### src/rtl/dds_chirp_pkg.sv
// Shared widths, FSM state types and the DDS configuration record
// used by the chirp responder and its shadow/active register sets.
package dds_chirp_pkg;

   localparam int PHASE_W_DEF = 48;
   localparam int RATE_W_DEF  = 32;
   localparam int OUT_W_DEF   = 16;

   typedef enum logic {H_IDLE, H_ACK} hs_state_t;
   typedef enum logic {C_IDLE, C_RUN} chirp_state_t;

   typedef struct packed {
      logic [PHASE_W_DEF-1:0] freq;
      logic [PHASE_W_DEF-1:0] delta_freq;
      logic [RATE_W_DEF-1:0]  delta_rate;
   } dds_cfg_t;

endpackage

### src/rtl/cdc_sync_bit.sv
// Single-bit multi-flop synchronizer with asynchronous active-high reset.
module cdc_sync_bit #(
   parameter int STAGES = 2
) (
   input  logic i_clk,
   input  logic i_rst,
   input  logic i_d,
   output logic o_q
);

   logic [STAGES-1:0] r_sync;

   always_ff @(posedge i_clk or posedge i_rst) begin
      if (i_rst) r_sync <= '0;
      else       r_sync <= {r_sync[STAGES-2:0], i_d};
   end

   assign o_q = r_sync[STAGES-1];

endmodule

### src/rtl/dds_chirp_responder.sv
// REQ/ACK config receiver feeding a linear-chirp phase accumulator;
// shadow set is captured on handshake, loaded into the active set on a start edge.
module dds_chirp_responder
   import dds_chirp_pkg::*;
#(
   parameter int PHASE_W     = PHASE_W_DEF,
   parameter int RATE_W      = RATE_W_DEF,
   parameter int OUT_W       = OUT_W_DEF,
   parameter int SYNC_STAGES = 2
) (
   input  logic               CLK,
   input  logic               RESET,
   input  logic               REQ,
   output logic               ACK,
   input  logic [PHASE_W-1:0] DDS_freq,
   input  logic [PHASE_W-1:0] DDS_delta_freq,
   input  logic [RATE_W-1:0]  DDS_delta_rate,
   input  logic               DDS_start,
   output logic [OUT_W-1:0]   PHASE,
   output logic [PHASE_W-1:0] FREQ_CUR,
   output logic               RUN,
   output logic               CFG_VALID
);

   logic               w_req_s;
   logic               w_start_s;
   logic               w_start_rise;
   logic               w_capture;
   dds_cfg_t           w_in_cfg;
   dds_cfg_t           w_load_cfg;

   hs_state_t          r_hs;
   chirp_state_t       r_cs;
   dds_cfg_t           r_shadow;
   dds_cfg_t           r_active;
   logic               r_start_d;
   logic               r_ack;
   logic               r_cfg_valid;
   logic               r_run;
   logic [PHASE_W-1:0] r_acc;
   logic [RATE_W-1:0]  r_rate_cnt;
   logic [OUT_W-1:0]   r_phase;

   cdc_sync_bit #(.STAGES(SYNC_STAGES)) u_req_sync (
      .i_clk (CLK),
      .i_rst (RESET),
      .i_d   (REQ),
      .o_q   (w_req_s)
   );

   cdc_sync_bit #(.STAGES(SYNC_STAGES)) u_start_sync (
      .i_clk (CLK),
      .i_rst (RESET),
      .i_d   (DDS_start),
      .o_q   (w_start_s)
   );

   assign w_start_rise = w_start_s & ~r_start_d;
   assign w_capture    = (r_hs == H_IDLE) && w_req_s;
   assign w_in_cfg     = {DDS_freq, DDS_delta_freq, DDS_delta_rate};
   // Same-cycle capture and start must load the incoming words, not the stale shadow.
   assign w_load_cfg   = w_capture ? w_in_cfg : r_shadow;

   always_ff @(posedge CLK or posedge RESET) begin
      if (RESET) begin
         r_hs        <= H_IDLE;
         r_shadow    <= '0;
         r_ack       <= 1'b0;
         r_cfg_valid <= 1'b0;
      end else begin
         case (r_hs)
            H_IDLE: if (w_req_s) begin
               r_shadow    <= w_in_cfg;
               r_cfg_valid <= 1'b1;
               r_ack       <= 1'b1;
               r_hs        <= H_ACK;
            end
            H_ACK: if (!w_req_s) begin
               r_ack <= 1'b0;
               r_hs  <= H_IDLE;
            end
         endcase
      end
   end

   always_ff @(posedge CLK or posedge RESET) begin
      if (RESET) begin
         r_cs       <= C_IDLE;
         r_start_d  <= 1'b0;
         r_active   <= '0;
         r_acc      <= '0;
         r_rate_cnt <= '0;
         r_phase    <= '0;
         r_run      <= 1'b0;
      end else begin
         r_start_d <= w_start_s;
         case (r_cs)
            C_IDLE: begin
               r_phase <= '0;
               r_run   <= 1'b0;
               if (w_start_rise && (r_cfg_valid || w_capture)) begin
                  r_active   <= w_load_cfg;
                  r_acc      <= '0;
                  r_rate_cnt <= w_load_cfg.delta_rate;
                  r_run      <= 1'b1;
                  r_cs       <= C_RUN;
               end
            end
            C_RUN: begin
               if (!w_start_s) begin
                  r_cs    <= C_IDLE;
                  r_run   <= 1'b0;
                  r_phase <= '0;
                  r_acc   <= '0;
               end else begin
                  r_acc   <= r_acc + r_active.freq;
                  r_phase <= r_acc[PHASE_W-1 -: OUT_W];
                  // A zero rate holds the frequency; otherwise step every `rate` cycles.
                  if (r_active.delta_rate != '0) begin
                     if (r_rate_cnt == RATE_W'(1)) begin
                        r_active.freq <= r_active.freq + r_active.delta_freq;
                        r_rate_cnt    <= r_active.delta_rate;
                     end else begin
                        r_rate_cnt <= r_rate_cnt - RATE_W'(1);
                     end
                  end
               end
            end
         endcase
      end
   end

   assign ACK       = r_ack;
   assign CFG_VALID = r_cfg_valid;
   assign RUN       = r_run;
   assign PHASE     = r_phase;
   assign FREQ_CUR  = r_active.freq;

endmodule

### config.mk
export PLATFORM = sky130hd
export DESIGN_NAME = dds_chirp_responder
export DESIGN_NICKNAME = d
export VERILOG_FILES = /design/src/rtl/dds_chirp_pkg.sv /design/src/rtl/cdc_sync_bit.sv /design/src/rtl/dds_chirp_responder.sv
export SDC_FILE = /design/constraint.sdc
export NUM_CORES = 1
export LEC_CHECK = 0
export CORE_UTILIZATION = 58
export DETAILED_ROUTE_END_ITERATION = 16
export PLACE_DENSITY = 0.9
export SETUP_SLACK_MARGIN = 0.05
export SYNTH_ARGS = -nofsm -noshare
export SYNTH_HDL_FRONTEND = slang
export SYNTH_SLANG_ARGS = --single-unit
### constraint.sdc
create_clock -name CLK -period 13.8 [get_ports CLK]
set_clock_uncertainty 0.1 [all_clocks]
set_input_delay 2.07 -clock CLK [delete_from_list [all_inputs] [get_ports CLK]]
set_output_delay 2.07 -clock CLK [all_outputs]
set_load 0.03 [all_outputs]
==> results of run 1 <==
==> sequential cells by signal (all words and copies together) (netlist names) <==
name                 flops
r_cs                     1
PHASE                   16
FREQ_CUR                48
r_start_d                1
r_active                80
RUN                      1
CFG_VALID                1
r_hs                     1
r_acc                   48
u_start_sync.r_sync      2
r_shadow               128
r_rate_cnt              32
ACK                      1
u_req_sync.r_sync        2
==> per-layer routing <==
metal	vias to the layer above	wire [microns]	GRT usage, %
li1	7786	-	-
met1	8193	23400	43.0
met2	738	25200	49.0
met3	124	4450	5.42
met4	0	1680	10.4
met5	-	0	0
==> kinds of logic (layout without fill, tap and decap cells) <==
| logic type | after synthesis | count (layout) | share of synthesized area [%] |
|---|---|---|---|
| and+or+nand+nor | 725 | 725 | 15.8 |
| muxes | 133 | 133 | 7.32 |
| DFF | 362 | 362 | 44.9 |
| xor gates and xnor gates | 97 | 97 | 4.21 |
| buffers and inverters | 197 | 324 | 4.64 |
| AOI/OAI and AO/OA | 554 | 554 | 16.9 |
| adders and majority gates | 99 | 99 | 6.21 |
==> final cells by class <==
type,count,area (sq um)
Clock buffer,44,1000
Clock inverter,25,442
Fill cell,2442,10300
Inverter,43,169
Multi-Input combinational cell,1608,10200
Sequential cell,362,9060
Tap cell,448,561
Timing Repair Buffer,212,2090
==> Yosys cell counts, drive strengths merged, types with 3 or more instances <==
cell,instances,area [sq um]
a21bo,3,30.0
xor2,37,324
o211ai,8,60.1
inv,43,161
a221oi,14,123
a22oi,14,105
nand3,29,150
a311oi,5,43.8
nand2b,9,56.3
o21bai,20,150
o21a,14,105
a22o,7,61.3
mux2i,15,150
a31oi,25,156
a211o,3,26.3
nor2b,8,50.1
nand4,17,106
buf,59,419
nand4b,4,35.0
ha,97,1210
nor3b,5,37.5
and2,8,50.1
a41oi,3,26.3
or4,5,48.8
a21oi,129,649
nor3,27,151
mux2,118,1330
or3,7,43.8
o21ai,196,981
a21o,49,368
xnor2,60,526
o211a,3,30.0
a211oi,21,158
nor2,123,462
o41ai,3,26.3
nor4,16,106
o2111ai,3,26.3
a21boi,4,30.0
nand2,418,1570
clkbuf,95,357
o31ai,10,80.1
dfrtp,362,9060
o31a,4,35.0
a32oi,3,26.3
and3,42,263
==> metrics by stage <==
| stage | std cells | total power (uW) | area (sq um) | hold slack (ps) |
|---|---|---|---|---|
| final | 2742 | 4990 | 23600 | 256 |
| after floorplan | 2167 | 3200 | 20200 | 231 |
| after global routing | 2742 | 5270 | 23600 | 259 |
| after CTS | 2742 | 4950 | 23600 | 253 |
| after global placement | 2673 | 3670 | 22100 | 234 |
| after detailed placement | 2673 | 3760 | 22100 | 239 |
==> where the power goes <==
group	leakage (uW)	internal, uW	switching [uW]
Combinational	0.00559	905	1290
Clock	0.000697	734	443
Sequential	0.00447	1330	285
Total	0.0108	2970	2020
==> how the worst min path moves through the flow <==
stage / cells after the start / slack, ps / endpoint
4_1_cts: 0 / 250 / u_start_sync.r_sync[1]
6_report: 0 / 260 / u_start_sync.r_sync[1]
5_1_grt: 0 / 260 / u_start_sync.r_sync[1]
2_1_floorplan: 0 / 230 / u_req_sync.r_sync[1]
3_3_place_gp: 0 / 230 / u_req_sync.r_sync[1]
3_5_place_dp: 0 / 240 / u_start_sync.r_sync[1]
==> worst register-to-register path: cells and delay by family (launching register included) <==
kind,cells,cell delay (ps)
fa+ha+maj,2,720
simple gates,3,430
compound gates,7,2330
flops,1,420
==> results.md, run 1 <==
* Via count at 16800
* Total setup buffers inserted after CTS at 0
* Antenna Nets Post-Route at 0
* Worst hold start: u_start_sync.r_sync[0]
* Seq/Total Area, Yosys at between 40% and 50%
* Crit path max fanout at 5
* Dpl hpwl at 38400 microns
* Antenna violations before repair at 0
* CTS sink count at 362
* Share of cells above drive strength 1 at 9.76%
* Yosys cell types at 75
* Fin crit share at 29.9%
* Max-cap violations at 0
* CTS tree: done
* Clock slew at reported path FFs at 60 ps
* Post-synth ARST share at 100%
* Fin crit period at approximately 4100 ps
* Mapped Area at just over 20000 sq um
* Pwr Density at 212 nW/um^2
* Worst Path Buf+Inv at 0
* CP top delay family: compound AO/OA/AOI/OAI gates
* Placer congestion estimate at a little under 1
* Die Area at between 30000 and 40000 sq um
* Status: complete, no violations
* Req. time, crit path at 14110 ps
* Commonest non-fill, non-tap cell in the layout: nand2_1
* Post-Place Worst Slack at 9260 ps
* IO Pins at 199
* Post-CTS Hold Buffers at 0
* Post-synth EDFFs at 0
* Worst R2R Setup Slack at slightly below 10000 ps
* Fmax at 242 MHz
* Wire per inst at about 20 microns
* Chip width at approximately 190 microns
* Critical-path top delay cell: a211oi_1
* Synthesized net count at 2398
* H-tree level count at 2
* Final nets at 2496
* Slew HR at about a quarter
* Post-Route WL at 54800 microns
* First-pass GRT wire length at 87600 microns
* Worst slew pin tran at 1130 ps
* ANT cells at 0
* GRT Total Usage at 30.9%
* Starting Density at between 50 and 60%
* Root Buffer: clkbuf_16
* Crit. path cell count at 12
* Data arrival, critical path at 4440 ps
* Crit path from: FREQ_CUR[0]
* Post-Route Utilization at between 60% and 70%
* CTS buffer count at 38
* Number of setup violations in the final report at 0
* Crit start category: flop
* Avg Inst Size Synth at 9.32 sq um
* Crit Path Class: reg -> reg
* Pre-antenna DRT Iters at 8
* Most frequent cells in the layout: nand2_1 (414), dfrtp_1 (361), clkdlybuf4s50_1 (198), o21ai_0 (178), a21oi_1 (128)
* Critical path destination: r_acc[46]
* CP Cell Sequence: ha_1, fa_1, a211o_1, a21oi_1, nand4b_1, a21o_1, o221ai_1, a211oi_1, o21ai_1, a311oi_1, or4b_1, nand3_1
* Clock Path Buffers at 3
* Warnings, synthesis at 0
* Largest stage delay, worst path at 650 ps
* Starting DRT DRC Count at about 1700
* Clock Latency Late Sink at 540 ps
* DR DRC count at 0
* Pin count of the biggest net entering global routing at approximately 120
* R2r startpoint: FREQ_CUR[0]
* Final-report max-slew violation count at 0
* Top_reg_cell synth: dfrtp_1
* Flops & latches, synth at 362
* Leak Pwr at 0.0108 uW
* Site row count at between 60 and 70
* Via density at 6.14
* Global route total overflow at 0
* Synth Instances at roughly 2200
* I/O Buffers at roughly 200
* Setup ws final at approximately 9700 ps
* Hold Violations, Final at 0
* Core box area at 33900 sq um
* P&R area growth vs syn at 16.7%
* Worst hold path type: reg -> reg
* Post_cts resized at 0
* RSZ-0062 raised after global routing: false
* R2r worst-path depth at 12
* Vias in the first global route at 16600
* Setup TNS at 0 ps
* RR Endpoint: r_acc[46]
* CP endpoint kind: flop
* VDD IR max at 0.106 mV
* DIE HEIGHT at 189 microns
(Power assumes the default switching activity.)
==> run 2: changes to the inputs <==
clock period = 4 ns   (was 13.8 ns; I/O delays follow)
==> run 2 against run 1 <==
Effect of this change: die area is the same; register-to-register slack got worse by 9400 ps; sequential cell count is the same; critical path depth up 1; core utilization is 0.38 points higher; non-clock buffer count is 17 higher; cell area increased by 0.55%; combinational power rose to 3.5 times the previous value; critical path type unchanged; critical endpoint is now FREQ_CUR[46]; global-route usage down 0.18 points; sequential share of layout area is 0.21 points lower; clock-buffer cell count is 8 higher.
==> results.md, run 2 (same netlist as run 1, synthesis figures left out) <==
* Status: complete, no violations
* Clock Latency Late Sink at 540 ps
* Hold Violations, Final at 0
* Top reg by flops: r_shadow
* NetSw at 6900 uW
* Fmax at ~270 MHz
* First-pass GRT wire length at 87300 microns
* Final nets at 2513
* Antenna Nets Post-Route at 0
* Slew HR at 29.8%
* Clock slew at reported path FFs at 60 ps
* CTS sink count at 362
* Pwr Density at 715 nW/um^2
* Via count at 17000
* Logic pwr share at 44.9%
* Most frequent cells in the layout: nand2_1 (415), dfrtp_1 (361), clkdlybuf4s50_1 (198), o21ai_0 (178), a21oi_1 (128)
* Pin count of the biggest net entering global routing at roughly 130
* Die Area at 35600 sq um
* Placer congestion estimate at a little over 1
* Fin crit share at 92.2%
* CTS tree: done
* Max reg flops at 128
* Commonest non-fill, non-tap cell in the layout: nand2_1
* Post-CTS Hold Buffers at 0
* I/O Buffers at 198
* Fillers at 2492
* Post-Place Cells at ~2700
* CTS buffer count at 38
* Int Pwr at 10000 uW
* Worst Path Buf+Inv at 1
* Vias in the first global route at 16500
* CP endpoint kind: flop
* Post_cts resized at 0
* CP top delay family: compound AO/OA/AOI/OAI gates
* Power Total at 16900 uW
* Net Sw Frac at 40.7%
* Worst hold path type: reg -> reg
* IO Pins at around 200
* Number of setup violations in the final report at 0
* Via density at 6.14
* Root Buffer: clkbuf_16
* Data arrival, critical path at approximately 4000 ps
* Clock Path Buffers at 3
* Post-Layout Cell Count at between 2000 and 3000
* H-tree level count at 2
* Antenna violations before repair at 1
* Final-report max-slew violation count at 0
* Req. time, crit path at 4340 ps
* Worst slew pin tran at around 1100 ps
* Starting Density at 59.6%
* Biggest regs: r_shadow (128), r_active (80)
* RSZ-0062 raised after global routing: false
* Starting DRT DRC Count at 1708
* Worst R2R Setup Slack at 310 ps
* VDD IR max at 0.593 mV
* Critical-path top delay cell: a221oi_1
* Crit Path Class: reg -> reg
* Clock share of power at 22.4%
* Crit start category: flop
* DR DRC count at 0
* Post-Route WL at 54200 microns
* Site row count at 67
* P&R area growth vs syn at 17.3%
* Crit path max fanout at 7
* Global route total overflow at 0
* GRT Total Usage at between 30 and 40%
* DIE HEIGHT at about 190 microns
* Total setup buffers inserted after CTS at 0
* Core box area at 33900 sq um
* Wire per inst at 19.6 microns
* Leak Pwr at roughly 0.011 uW
* Sequential Power Share at 32.7%
* Share of cells above drive strength 1 at 10.3%
* Largest stage delay, worst path at 440 ps
* Fin crit period at about 3700 ps
* CP Cell Sequence: ha_1, inv_1, fa_1, nor2b_1, o31a_1, o31ai_2, o211ai_1, nand2_1, o21ai_2, a21oi_2, a221oi_1, nand4b_1, a41oi_1
* Pre-antenna DRT Iters at 6
* Max-cap violations at 0
* Final Hold Slack at 269 ps
* ANT cells at 0
* Dpl hpwl at 38400 microns
* Chip width at 189 microns
[run 2: cell type report]
cell class | count | area, sq um | share of cell area, %
tap | 448 | 561 | 2.37
clock inverter | 17 | 269 | 1.14
sequential | 362 | 9060 | 38.2
clock buffer | 52 | 1080 | 4.58
multi-input combinational | 1608 | 10200 | 43.3
inverter | 43 | 165 | 0.697
timing repair buffer | 229 | 2300 | 9.72
[run 2: per-stage QoR]
stage / utilization (%) / cell area [sq um] / setup TNS [ps] / setup WS, ps
floorplan: - / 20200 / -562640 / -1550
global placement: 65.9 / 22300 / 0 / 512
detailed placement: 65.9 / 22300 / 0 / 322
CTS: 69.9 / 23700 / 0 / 311
global route: 70.0 / 23700 / 0 / 134
finish: 70.0 / 23700 / 0 / 310
[run 2: power groups by stage]
| stage | Sequential [uW] | Clock [uW] | Combinational [uW] |
|---|---|---|---|
| 5_1_grt | 5620 | 3980 | 8330 |
| 3_3_place_gp | 5490 | 0 | 7240 |
| 4_1_cts | 5500 | 3830 | 7490 |
| 6_report | 5540 | 3790 | 7610 |
| 3_5_place_dp | 5550 | 0 | 7420 |
| 2_1_floorplan | 5200 | 0 | 5840 |
[run 2: worst reg2reg max path, stage by stage, from the launching register on]
cell and delay [ps]:
dfrtp_1 410, ha_1 210, inv_1 70, fa_1 390, nor2b_1 220, o31a_1 230, o31ai_2 110, o211ai_1 350
nand2_1 200, o21ai_2 280, a21oi_2 160, a221oi_1 440, nand4b_1 180, a41oi_1 260
[run 2: worst paths after layout]
check,cells past startpoint,to,startpoint
max,13,FREQ_CUR[46],FREQ_CUR[0]
min,0,u_req_sync.r_sync[1],u_req_sync.r_sync[0]
max reg2reg,13,FREQ_CUR[46],FREQ_CUR[0]
min reg2reg,0,u_req_sync.r_sync[1],u_req_sync.r_sync[0]
max in group asynchronous,3,r_cs,RESET
min in group asynchronous,2,FREQ_CUR[5],RESET
[run 2: layer usage]
| metal | vias up | share of wire, % | GRT usage [%] |
|---|---|---|---|
| li1 | 7815 | - | - |
| met1 | 8225 | 43 | 42.8 |
| met2 | 761 | 45 | 47.9 |
| met3 | 148 | 8.2 | 5.62 |
| met4 | 2 | 3.8 | 11.5 |
| met5 | - | 0.022 | 0 |
==> run 3: changes to the inputs <==
GPL_TIMING_DRIVEN = 0   (was not set)
==> run 3 against run 2 <==
Effect of this change: cell area rose by 2.7%; register-to-register slack got worse by 80 ps; critical path depth fell by 3; sequential cell count did not move; largest cell class unchanged; largest power group unchanged; sequential power rose by 1%; wire length rose by 13%; die area did not move; final cell count rose by 4.7%; combinational power rose by 6.3%.
==> results.md, run 3 (same netlist as run 1, synthesis figures left out) <==
* Final-report max-slew violation count at 0
* Crit Path Class: reg -> reg
* Setup ws final at 233 ps
* GRT Total Usage at 34.5%
* Number of setup violations in the final report at 0
* First-pass GRT wire length at ~96000 microns
* Fmax at 265 MHz
* Crit path from: FREQ_CUR[15]
* Worst hold start: u_req_sync.r_sync[0]
* Antenna Nets Post-Route at 0
* Worst Path Buf+Inv at 0
* Max reg flops at 128
* Wire per inst at 21.2 microns
* Core box area at between 30000 and 40000 sq um
* DR DRC count at 0
* Top reg by flops: r_shadow
* Starting Density at between 50% and 60%
* Clock share of power at 21.5%
* Data arrival, critical path at 4090 ps
* Antenna violations before repair at 1
* Clock Path Buffers at 3
* R2r startpoint: FREQ_CUR[15]
* VDD IR max at a little under 0.5 mV
* Via density at 6.16
* Slew HR at 37.5%
* Commonest non-fill, non-tap cell in the layout: nand2_1
* CP top delay family: compound AO/OA/AOI/OAI gates
* ANT cells at 0
* Global route total overflow at 0
* Critical-path top delay cell: ha_1
* Fin crit share at a little over nine tenths
* Fin crit period at 3770 ps
* Crit start category: flop
* Int Pwr at 10200 uW
* Post-CTS Hold Buffers at 0
* Most frequent cells in the layout: nand2_1 (416), dfrtp_1 (361), clkdlybuf4s50_1 (198), o21ai_0 (178), a21oi_1 (128)
* Worst hold path type: reg -> reg
* Largest stage delay, worst path at 510 ps
* Pre-antenna DRT Iters at 7
* CTS sink count at 362
* Status: complete, no violations
* Starting DRT DRC Count at around 1500
* RSZ-0062 raised after global routing: false
* Chip width at 189 microns
* Register area at 9060 sq um
* Post-Place Worst Slack at -40.3 ps
* Share of cells above drive strength 1 at 11.2%
* CP Cell Sequence: ha_1, nand2_1, o21ai_1, o2111ai_1, a211oi_2, a211oi_4, o31a_1, a311oi_1, nor4_1, or3_1
* Hold Violations, Final at 0
* CTS buffer count at 39
* Pin count of the biggest net entering global routing at 45
* NetSw at 7230 uW
* CP endpoint kind: flop
* Post-Place Cells at 2822
* Sequential Power Share at approximately a third
* Final nets at around 2600
* Clock Latency Late Sink at between 500 and 600 ps
* Leak Pwr at approximately 0.011 uW
* Die Area at 35600 sq um
* Fillers at roughly 2500
* H-tree level count at 2
* Req. time, crit path at 4320 ps
* Setup TNS at 0 ps
* CTS tree: done
* Clock slew at reported path FFs at 70 ps
* Final Hold Slack at around 250 ps
* Multi-input gate area at ~10000 sq um
* Via count at between 15000 and 20000
* P&R area growth vs syn at 20.5%
* IO Pins at 199
* DIE HEIGHT at 189 microns
* Worst slew pin tran at 938 ps
* Site row count at between 60 and 70
* Placer congestion estimate at 0.956
* Power Total at between 15000 and 20000 uW
* Post-Route WL at 61200 microns
* Dpl hpwl at ~46000 microns
* Vias in the first global route at 17600
* Root Buffer: clkbuf_16
* I/O Buffers at 198
* Pwr Density at 717 nW/um^2
* Net Sw Frac at 41.5%
* Crit path max fanout at 6
* Post-Layout Cell Count at between 2000 and 3000
* Logic pwr share at 46.4%
* Biggest regs: r_shadow (128), r_active (80)
* Max-cap violations at 0
==> run 3: cell types whose count changed in the layout (fill, tap and decap cells not counted), moves of 2 or more <==
cell / previous run / this run
a211oi_1: 21 / 18
a211oi_4: 0 / 2
buf_1: 0 / 7
buf_12: 7 / 9
buf_2: 0 / 2
buf_4: 24 / 50
buf_6: 0 / 2
clkbuf_1: 7 / 96
clkinvlp_4: 4 / 7
nor2_1: 121 / 123
==> run 3: routing by layer <==
metal	global-route usage, %	share of wire, %
met5	0	0.029
met4	13.8	4.1
met3	6.02	8.0
met2	55.0	46
met1	46.9	42
==> run 3: repair_timing <==
| item | 4_1_cts | 5_1_grt |
|---|---|---|
| setup buffers | 0 | 2 |
| resized for setup | 2 | 13 |
| setup endpoints to repair | 5 | 9 |
| gates cloned | 0 | 0 |
| pin swaps | 0 | 2 |
==> run 3: area by class of cell <==
cell class                      instances  share of cell area, %
Clock inverter                         20                   1.11
Clock buffer                           46                   4.33
Buffer                                154                   3.19
Multi-Input combinational cell       1608                   42.2
Tap cell                              448                   2.30
Timing Repair Buffer                  209                   8.95
Sequential cell                       362                   37.2
Inverter                               43                  0.679
==> run 3: worst paths after layout <==
| check | endpoint | slack [ps] | cells after the start |
|---|---|---|---|
| min in group asynchronous | FREQ_CUR[8] | 380 | 2 |
| min reg2reg | u_req_sync.r_sync[1] | 250 | 0 |
| max | FREQ_CUR[47] | 230 | 10 |
| min | u_req_sync.r_sync[1] | 250 | 0 |
| max in group asynchronous | PHASE[15] | 1970 | 6 |
| max reg2reg | FREQ_CUR[47] | 230 | 10 |
==> run 3: stage by stage <==
step	cell area (sq um)	utilization, %
detailed placement	22900	67.7
global route	24300	71.8
CTS	24200	71.6
floorplan	20200	-
global placement	22700	67.1
finish	24300	71.8
==> run 3: power groups by stage <==
stage                     Combinational, uW  Clock (uW)  Sequential (uW)
after floorplan                        5840           0             5200
after global placement                 7590           0             5570
after global routing                   8820        3900             5700
after detailed placement               7800           0             5610
after CTS                              7890        3780             5560
final                                  8090        3750             5610
==> run 3: worst register-to-register path: stages, from the launching register on <==
cell	delay [ps]
dfrtp_1	480
ha_1	510
nand2_1	150
o21ai_1	300
o2111ai_1	290
a211oi_2	380
a211oi_4	150
o31a_1	380
a311oi_1	460
nor4_1	80
or3_1	380
